## src/rtl/fetch_unit.sv

```systemverilog
// fetch_unit: instruction fetch sequencer.
// Issues a held read request at the current PC, latches the returned word into
// IR, and advances the PC by one halfword pair. A controller redirect (wpc)
// reloads the PC and aborts any in-flight request.
// Optional build macro FETCH_TIMEOUT_EN: bounds the wait for mem_ack to
// TIMEOUT_CYCLES REQ cycles. On expiry the unit parks in ERR, with fetch_err
// set, until reset.
module fetch_unit #(
  parameter logic [15:0] RESET_PC       = 16'h0000,
  parameter int unsigned TIMEOUT_CYCLES = 16
) (
  input  logic        clk,
  input  logic        rst_n,
  input  logic        wir,
  input  logic        wpc,
  input  logic [15:0] pc_in,
  output logic        mem_req,
  output logic [15:0] mem_addr,
  input  logic        mem_ack,
  input  logic [15:0] mem_rdata,
  output logic [15:0] IR,
  output logic        ir_valid,
  output logic [15:0] pc,
  output logic        busy,
  output logic        fetch_err
);

  typedef enum logic [1:0] {
    S_IDLE = 2'd0,
    S_REQ  = 2'd1,
    S_DONE = 2'd2,
    S_ERR  = 2'd3
  } state_t;

  state_t      state;
  logic [15:0] redirect_pc;
  logic        unused_pc0;

  // Redirect targets are forced to halfword-pair alignment
  assign redirect_pc = {pc_in[15:1], 1'b0};
  assign unused_pc0  = pc_in[0];

  // Outputs are pure decodes of the registered state
  assign mem_req  = (state == S_REQ);
  assign busy     = (state == S_REQ);
  assign ir_valid = (state == S_DONE);
  // The PC only moves on ack or abort, so it doubles as the stable fetch address
  assign mem_addr = pc;

`ifdef FETCH_TIMEOUT_EN
  logic [15:0] wait_cnt;

  // Fetch sequencer with bounded wait for the memory acknowledge
  always_ff @(posedge clk) begin
    if (!rst_n) begin
      state     <= S_IDLE;
      pc        <= {RESET_PC[15:1], 1'b0};
      IR        <= '0;
      wait_cnt  <= '0;
      fetch_err <= 1'b0;
    end else begin
      case (state)
        S_IDLE, S_DONE: begin
          if (wpc) pc <= redirect_pc;
          if (wir) begin
            state    <= S_REQ;
            wait_cnt <= '0;
          end else begin
            state <= S_IDLE;
          end
        end
        S_REQ: begin
          if (wpc) begin
            pc    <= redirect_pc;
            state <= S_IDLE;
          end else if (mem_ack) begin
            IR    <= mem_rdata;
            pc    <= pc + 16'd2;
            state <= S_DONE;
          end else if (wait_cnt == 16'(TIMEOUT_CYCLES - 1)) begin
            state     <= S_ERR;
            fetch_err <= 1'b1;
          end else begin
            wait_cnt <= wait_cnt + 16'd1;
          end
        end
        S_ERR:   state <= S_ERR;
        default: state <= S_IDLE;
      endcase
    end
  end
`else
  logic unused_timeout;

  assign unused_timeout = (TIMEOUT_CYCLES != 0);
  assign fetch_err      = 1'b0;

  // Fetch sequencer; REQ waits indefinitely for the memory acknowledge
  always_ff @(posedge clk) begin
    if (!rst_n) begin
      state <= S_IDLE;
      pc    <= {RESET_PC[15:1], 1'b0};
      IR    <= '0;
    end else begin
      case (state)
        S_IDLE, S_DONE: begin
          if (wpc) pc <= redirect_pc;
          state <= wir ? S_REQ : S_IDLE;
        end
        S_REQ: begin
          if (wpc) begin
            pc    <= redirect_pc;
            state <= S_IDLE;
          end else if (mem_ack) begin
            IR    <= mem_rdata;
            pc    <= pc + 16'd2;
            state <= S_DONE;
          end
        end
        S_ERR:   state <= S_ERR;
        default: state <= S_IDLE;
      endcase
    end
  end
`endif

endmodule

```

## config.mk

```make
export PLATFORM = sky130hd
export DESIGN_NAME = fetch_unit
export DESIGN_NICKNAME = d
export VERILOG_FILES = /design/src/rtl/fetch_unit.sv
export SDC_FILE = /design/constraint.sdc
export NUM_CORES = 1
export LEC_CHECK = 0
export ABC_AREA = 1
export CAP_MARGIN = 20
export CORE_ASPECT_RATIO = 0.9
export CORE_MARGIN = 2
export CORE_UTILIZATION = 45
export CTS_BUF_LIST = sky130_fd_sc_hd__clkbuf_2
export CTS_CLUSTER_SIZE = 28
export DETAILED_ROUTE_END_ITERATION = 8
export PLACE_DENSITY = 0.85
export SLEW_MARGIN = 20
export SYNTH_ARGS = -nofsm -noshare
export SYNTH_HDL_FRONTEND = slang
export SYNTH_SLANG_ARGS = --single-unit
```

## constraint.sdc

```tcl
create_clock -name clk -period 2.6 [get_ports clk]
set_input_delay 0.26 -clock clk [delete_from_list [all_inputs] [get_ports clk]]
set_output_delay 0.26 -clock clk [all_outputs]
set_load 0.03 [all_outputs]
```

==> metrics, run 1 <==
Synth Area in Adders=0.00679; NumNets Final=372; post-CTS setup buffer count=0; ANT nets after route=0; complex-gate fraction of the synthesized area=0.160; Pleak=1.03 nW; Port Buffer Count=84; final hold vios=0; CTS tree=yes; slowest stage delay, CP=0.67 ns; IO Count=89; Post-Synth XOR/XNOR Area=0; clock latency on the worst-skew pair=0.38 ns; Fmax achieved=518 MHz; Synth Instances=269; initial drt markers=128; post-route setup TNS=0 ns; Reg area=661 um^2; first-pass GRT wire length=7.87 mm; Hold Path Class=in2reg; Sink Count=33; multiplexer area fraction after synthesis=0; leading area contributor after synthesis=dfxtp_1; Synth Register Bits=33; Via density=5.09; core area=4020 um^2; H-tree Lvls=2; CTS max path bufs=2; Tmin final=1.93 ns; simple-gate share of the synthesized area=0.318; final setup vio count=0; Post-Syn Area=1840 um^2; area of the multi-input gates=903 um^2; power per cell area=459 nW/um^2; Initial Util=0.459; DR vias=1950; layout cell share with drive strength beyond 1=0.0567; sequential area share after synthesis=0.358; CP Cell Sequence=nand2_2 > inv_1 > clkdlybuf4s50_1; chip height=64.7 um; DRT Pass-1 Iters=6; die extent in x=71.5 um; post-synthesis cell type count=28; Startpoint Class=flop; # DRC=0; detailed placement HPWL=3.53 mm; status=finished, final reports clean; CTS resizes=0; Max-cap violations=0; routability congestion estimate=0.878; Worst Setup End Kind=primary output; Post-CTS Hold Buffers=0; Synth top area share=0.358; largest cells by area after synthesis=dfxtp_1 (36%), nor2_1 (10%), nand2_1 (9.4%); antenna diode count=0; RSZ-0062 raised after global routing=false; post-synthesis average cell area=6.85 um^2; Final Power=1.19 mW; initial antenna violation count=0; CTS buffer count=5; skew final=0.00848 ns; gr usage total=0.214; site row count=22; critical setup path kind=reg2out; CTS Root Cell=clkbuf_2; IR drop worst, VDD=0.000272 V; clock-pin slew on the worst setup and hold paths=0.17 ns; Crit Path Max Fanout=4; DR WL/cell=12.7 um; largest net degree at the start of global routing=27; fin crit share=0.742; Syn-to-layout area delta=40.3%; vias in the first global route=1774; Worst EP required=2.34 ns; grt total ovfl=0; final WL=4.87 mm; Final Max Tran Viols=0; die area=4620 um^2; Yosys warnings=0; # fillers=378; crit path DAT=1.67 ns; largest family of logic cells by synthesized area=simple AND/OR/NAND/NOR gates; Crit-path slowest cell=clkdlybuf4s50_1
kinds of logic after synthesis:
logic type	Yosys count
AO/OA/AOI/OAI	54
buffers and inverters	49
flip-flops	33
AND/OR/NAND/NOR	131
adder cells (fa/ha/maj)	1
other	1
final cells by class:
type | instances | share of cell area
Sequential cell | 33 | 0.255
Clock buffer | 5 | 0.00968
Inverter | 20 | 0.0295
Tap cell | 48 | 0.0232
Multi-Input combinational cell | 189 | 0.349
Clock inverter | 3 | 0.00484
Timing Repair Buffer | 85 | 0.328
cell usage in the layout, fill, tap and decap left out, drive strengths merged:
master         count
o21ai             27
nor3               2
dfxtp             33
clkdlybuf4s50     84
clkinv             4
buf                1
nand2             48
inv               19
o211ai             3
nand3             17
conb               3
o21a               5
or2                4
a211oi             1
a31oi              1
a21oi             17
ha                 1
nor2              55
clkbuf             5
nand4              5
worst paths after layout:
path / slack, ns / depth (start not counted) / startpoint / endpoint
worst max-delay path: 0.67 / 3 / state[0] / busy
worst min register to register: 0.52 / 2 / IR[7] / IR[7]
worst min-delay path: 0.44 / 3 / mem_rdata[11] / IR[11]
worst max register to register: 0.84 / 7 / state[0] / IR[10]
layer usage:
layer / vias to the layer above / wire length [um] / GRT usage
li1: 978 / - / -
met1: 861 / 1980 / 0.243
met2: 107 / 2300 / 0.367
met3: 4 / 551 / 0.0949
met4: 0 / 33 / 0.0495
met5: - / 0 / 0
cells in the mapped netlist:
master and n:
nor2_8 2, nand2_1 46, clkinv_2 1, o21ai_1 14, nand2_2 2, buf_2 3, o21ai_0 13, nor3_2 1
nor3_1 1, a31oi_1 1, inv_1 17, or2_0 2, nor2_1 51, a211oi_1 1, inv_2 2, dfxtp_1 33
buf_6 3, buf_4 20, conb_1 1, a21oi_1 17, clkbuf_1 3, o21a_1 5, ha_1 1, nor2_2 2
or2_2 2, nand3_1 17, o211ai_1 3, nand4_1 5
metrics by stage:
stage	utilization	worst slack [ns]	instances	cell area, um^2	hold WS, ns
finish	0.644	0.670	383	2590	0.444
global route	0.644	0.580	383	2590	0.418
CTS	0.644	0.650	383	2590	0.415
detailed placement	0.634	0.493	375	2550	0.482
global placement	0.634	0.523	375	2550	0.477
floorplan	-	1.08	271	1850	0.395
power breakdown:
part           internal, mW  total [mW]  leakage [nW]  switching (mW)
Combinational         0.166       0.373         0.731           0.207
Clock                0.0589       0.242        0.0278           0.183
Sequential            0.537       0.574         0.270          0.0370
Total                 0.762        1.19          1.03           0.427
worst max-delay path, delay by kind of cell, from the launching register on:
family	cells	cell delay [ns]
AND/OR/NAND/NOR	1	0.12
buffers and inverters	2	0.76
flip-flops	1	0.41
sequential cells by signal, summed over array words and instances, names as in the netlist:
name and flops:
IR 16, mem_addr 15, state 2
No activity file was read; power rests on OpenSTA's default activity.
==> run 2: changes to the inputs <==
- CORE_UTILIZATION: 45 -> 42
- PLACE_DENSITY: 0.85 -> 0.79
- clock period: 2.6 -> 1.97 ns (I/O delays scaled with it)
==> run 2 against run 1 <==
Largest cell class unchanged. Worst setup slack lost 0.57 ns. Worst hold slack got worse by 0.077 ns. Highest routed layer unchanged. Final area grew 2.3%. Cell count grew 3.7%. Total power is 43% higher. Non-clock buffer count grew 3. Sequential share of layout area down 0.58 points. Sequential cell count unchanged.
==> metrics, run 2 (synthesis results as in run 1) <==
vias in the first global route=1865; crit path DAT=1.67 ns; clock latency on the worst-skew pair=0.38 ns; initial drt markers=126; DR vias=1911; design area=2650 um^2; Worst Setup End Kind=primary output; status=finished, final reports clean; layout cell share with drive strength beyond 1=0.0682; ANT nets after route=0; Initial Util=0.443; Pint=1.14 mW; Sw Ratio=0.330; first-pass GRT wire length=7.94 mm; H-tree Lvls=2; initial antenna violation count=0; gr usage total=0.207; post-route setup TNS=0 ns; final WL=4.88 mm; area of the multi-input gates=903 um^2; critical setup path kind=reg2out; CTS resizes=0; Startpoint Class=flop; routability congestion estimate=0.872; die area=4930 um^2; final setup vio count=0; final hold vios=0; CTS buffer count=5; die extent in x=73.8 um; chip height=66.8 um; IR drop worst, VDD=0.000417 V; post-CTS setup buffer count=0; Reg2Reg Setup Slack=0.42 ns; NumNets Final=375; RSZ-0062 raised after global routing=false; Net Switching=0.560 mW; clock-pin slew on the worst setup and hold paths=0.18 ns; DR WL/cell=12.3 um; DRT Pass-1 Iters=4; Final Power=1.70 mW; Port Buffer Count=84; Comb power frac=0.291; sequential power share=0.445; clock share of power=0.263; largest net degree at the start of global routing=18; Pleak=1.06 nW; Crit Path Max Fanout=4; skew final=0.0121 ns; CTS tree=yes; Fmax achieved=535 MHz; Max-cap violations=0; Via density=4.81; most frequent cells in the layout=clkdlybuf4s50_1 (84), nor2_1 (51), nand2_1 (46), dfxtp_1 (33); fin crit share=0.948; Sink Count=33; CTS Root Cell=clkbuf_2; power per cell area=642 nW/um^2; IO Count=89; Final Max Tran Viols=0; Post-CTS Hold Buffers=0; antenna diode count=0; grt total ovfl=0; Reg area=661 um^2; # DRC=0; core area=4160 um^2; Worst EP required=1.77 ns; Hold Path Class=in2reg; Syn-to-layout area delta=43.6%; Placed Area=2590 um^2; max reg flops=16; CTS max path bufs=2; Tmin final=1.87 ns; Most flops, register=IR; # fillers=400; detailed placement HPWL=3.57 mm; site row count=22; commonest non-fill, non-tap cell in the layout=clkdlybuf4s50_1
[run 2: cell type report]
type / instances / share of cell area
Clock buffer: 5 / 0.00946
Clock inverter: 2 / 0.0132
Inverter: 20 / 0.0288
Multi-Input combinational cell: 189 / 0.341
Sequential cell: 33 / 0.250
Tap cell: 60 / 0.0284
Timing Repair Buffer: 88 / 0.329
[run 2: power groups by stage]
| stage | registers [mW] | logic [mW] | clock network, mW |
|---|---|---|---|
| after floorplan | 0.833 | 0.244 | 0 |
| after global placement | 0.768 | 0.492 | 0 |
| after detailed placement | 0.770 | 0.496 | 0 |
| after CTS | 0.756 | 0.498 | 0.449 |
| after global routing | 0.763 | 0.532 | 0.480 |
| final | 0.756 | 0.495 | 0.447 |
[run 2: path summary, 6_finish.rpt]
kind,cells past startpoint,from,end
hold reg to reg,2,IR[8],IR[8]
setup reg to reg,8,mem_addr[1],mem_addr[11]
hold / removal,3,mem_rdata[15],IR[15]
setup / recovery,3,state[0],busy
[run 2: critical path, cell delays in order (launching register included)]
cell             delay, ns
dfxtp_1               0.42
nand2_2               0.12
inv_1                 0.08
clkdlybuf4s50_1       0.67
[run 2: through the flow]
stage | std cells | setup slack, ns | hold slack [ns] | util
floorplan | 271 | 0.452 | 0.332 | -
global route | 397 | 0.0343 | 0.359 | 0.637
detailed placement | 390 | 0.215 | 0.486 | 0.622
global placement | 390 | 0.226 | 0.475 | 0.622
CTS | 397 | 0.0925 | 0.371 | 0.637
finish | 397 | 0.102 | 0.367 | 0.637
[run 2: per-layer routing]
layer	part of all wire	vias up	wire length, um	global-route usage
met2	0.46	79	2230	0.343
met1	0.44	841	2130	0.248
met5	0	-	0	0
met3	0.097	7	475	0.0741
met4	0.0096	0	47	0.0705
li1	-	984	-	-
==> run 3: changes to the inputs <==
- CELL_PAD_IN_SITES_DETAIL_PLACEMENT: not set -> 0
- CELL_PAD_IN_SITES_GLOBAL_PLACEMENT: not set -> 2
- CORE_UTILIZATION: 42 -> 21
- PLACE_DENSITY: 0.79 -> 0.78
- clock period: 1.97 -> 1.81 ns (I/O delays scaled with it)
==> run 3 against run 2 <==
Sequential cell count did not move. Wire length rose by 15%. Register-to-register slack got worse by 0.13 ns. First-iteration DRC count fell by 45%. Clock-buffer cell count did not move. Utilization fell by 31 points. Final area rose by 6.1%. Global-route usage fell by 8.6 points. Sequential share of layout area fell by 1.4 points. Critical endpoint is now mem_addr[7]. Highest routed layer unchanged.
==> metrics, run 3 (synthesis results as in run 1) <==
status=finished, final reports clean; Max-cap violations=0; WHS Endpoint=IR[3]; largest net degree at the start of global routing=26; sequential power share=0.438; initial drt markers=69; die extent in x=103 um; CTS resizes=8; min-delay src=mem_rdata[3]; H-tree Lvls=2; routability congestion estimate=0.738; Pleak=1.44 nW; final hold vios=0; gr usage total=0.121; post-CTS setup buffer count=0; critical setup path kind=reg2out; Via density=4.06; clock-pin slew on the worst setup and hold paths=0.21 ns; site row count=32; CTS max path bufs=2; skew final=0.0294 ns; power per cell area=671 nW/um^2; CTS tree=yes; Fmax achieved=590 MHz; Syn-to-layout area delta=52.3%; RSZ-0062 raised after global routing=false; # DRC=0; final WL=5.60 mm; Reg area=661 um^2; Pint=1.23 mW; layout cell share with drive strength beyond 1=0.0762; IO Count=89; commonest non-fill, non-tap cell in the layout=clkdlybuf4s50_1; Sw Ratio=0.344; Crit-path slowest cell=clkdlybuf4s50_1; DR vias=1868; fin crit share=0.937; clock latency on the worst-skew pair=0.39 ns; Post-CTS Hold Buffers=0; first-pass GRT wire length=8.91 mm; Worst EP required=1.63 ns; area of the multi-input gates=903 um^2; slowest stage delay, CP=0.70 ns; Worst Setup End Kind=primary output; CTS buffer count=5; detailed placement HPWL=4.09 mm; Most flops, register=IR; Final Power=1.88 mW; clock share of power=0.278; Worst path top cell family by delay=buffers and inverters; max reg flops=16; CP bufs+invs=1; initial antenna violation count=0; CP Cell Sequence=clkdlybuf4s50_1; IR drop worst, VDD=0.000272 V; chip height=92.9 um; Port Buffer Count=84; core area=8570 um^2; grt total ovfl=0; final setup vio count=0; r2r endpoint=mem_addr[9]; Crit Path Max Fanout=5; Sink Count=33; Startpoint Class=flop; Final Max Tran Viols=0; NumNets Final=378; Hold Path Class=in2reg; most frequent cells in the layout=clkdlybuf4s50_1 (54), nor2_1 (51), nand2_1 (46), dfxtp_1 (33), dlymetal6s2s_1 (22); hold depth=3; FF-to-FF path depth=7; Comb power frac=0.284; DRT Pass-1 Iters=4; # fillers=983; post-route setup TNS=0 ns; Initial Util=0.215; Reg2Reg Setup Slack=0.29 ns; Net Switching=0.648 mW; ANT nets after route=0; crit path DAT=1.51 ns; DR WL/cell=12.2 um; vias in the first global route=1831; Tmin final=1.70 ns; antenna diode count=0; die area=9540 um^2; CTS Root Cell=clkbuf_2; reg2reg start=mem_addr[1]
## run 3: changes by cell type in the layout (fill, tap and decap cells not counted), sizes merged
cell,previous run,this run
clkinvlp,0,1
dlygate4sd2,0,8
dlymetal6s2s,0,22
buf,4,7
clkdlybuf4s50,84,54
## run 3: power by group through the flow
stage               registers (mW)  clock network (mW)  logic, mW
global route                 0.835               0.586      0.577
CTS                          0.828               0.546      0.547
detailed placement           0.843                   0      0.555
floorplan                    0.907                   0      0.266
global placement             0.842                   0      0.554
finish                       0.824               0.524      0.535
## run 3: through the flow
step | std cells | setup slack (ns) | util | area (um^2) | hold slack, ns
after floorplan | 271 | 0.292 | - | 1850 | 0.316
after global placement | 452 | 0.0812 | 0.315 | 2700 | 0.475
after detailed placement | 452 | 0.0779 | 0.315 | 2700 | 0.489
after CTS | 460 | 0.00525 | 0.321 | 2750 | 0.319
after global routing | 460 | 0.00270 | 0.328 | 2810 | 0.302
final | 460 | 0.114 | 0.328 | 2810 | 0.353
## run 3: worst max-delay path by stage
stage	start	end	slack, ns	cells after the start
final	mem_addr[7]	mem_addr[7]	0.11	1
after floorplan	mem_addr[1]	mem_addr[11]	0.29	8
after global routing	mem_addr[9]	pc[9]	0.003	1
after CTS	mem_addr[12]	mem_addr[12]	0.005	1
after detailed placement	wpc	IR[10]	0.08	7
after global placement	wpc	IR[11]	0.08	7
## run 3: final cells by class
cell class,instances,area share
Clock buffer,5,0.00892
Tap cell,119,0.0531
Sequential cell,33,0.235
Multi-Input combinational cell,189,0.322
Clock inverter,3,0.0147
Timing Repair Buffer,91,0.339
Inverter,20,0.0272
## run 3: metal layers
layer	wire length, um	vias up	part of all wire	GRT usage
met2	2390	63	0.43	0.184
met3	521	5	0.093	0.0453
met4	42	0	0.0075	0.0329
met1	2650	809	0.47	0.161
met5	0	-	0	0
li1	-	991	-	-
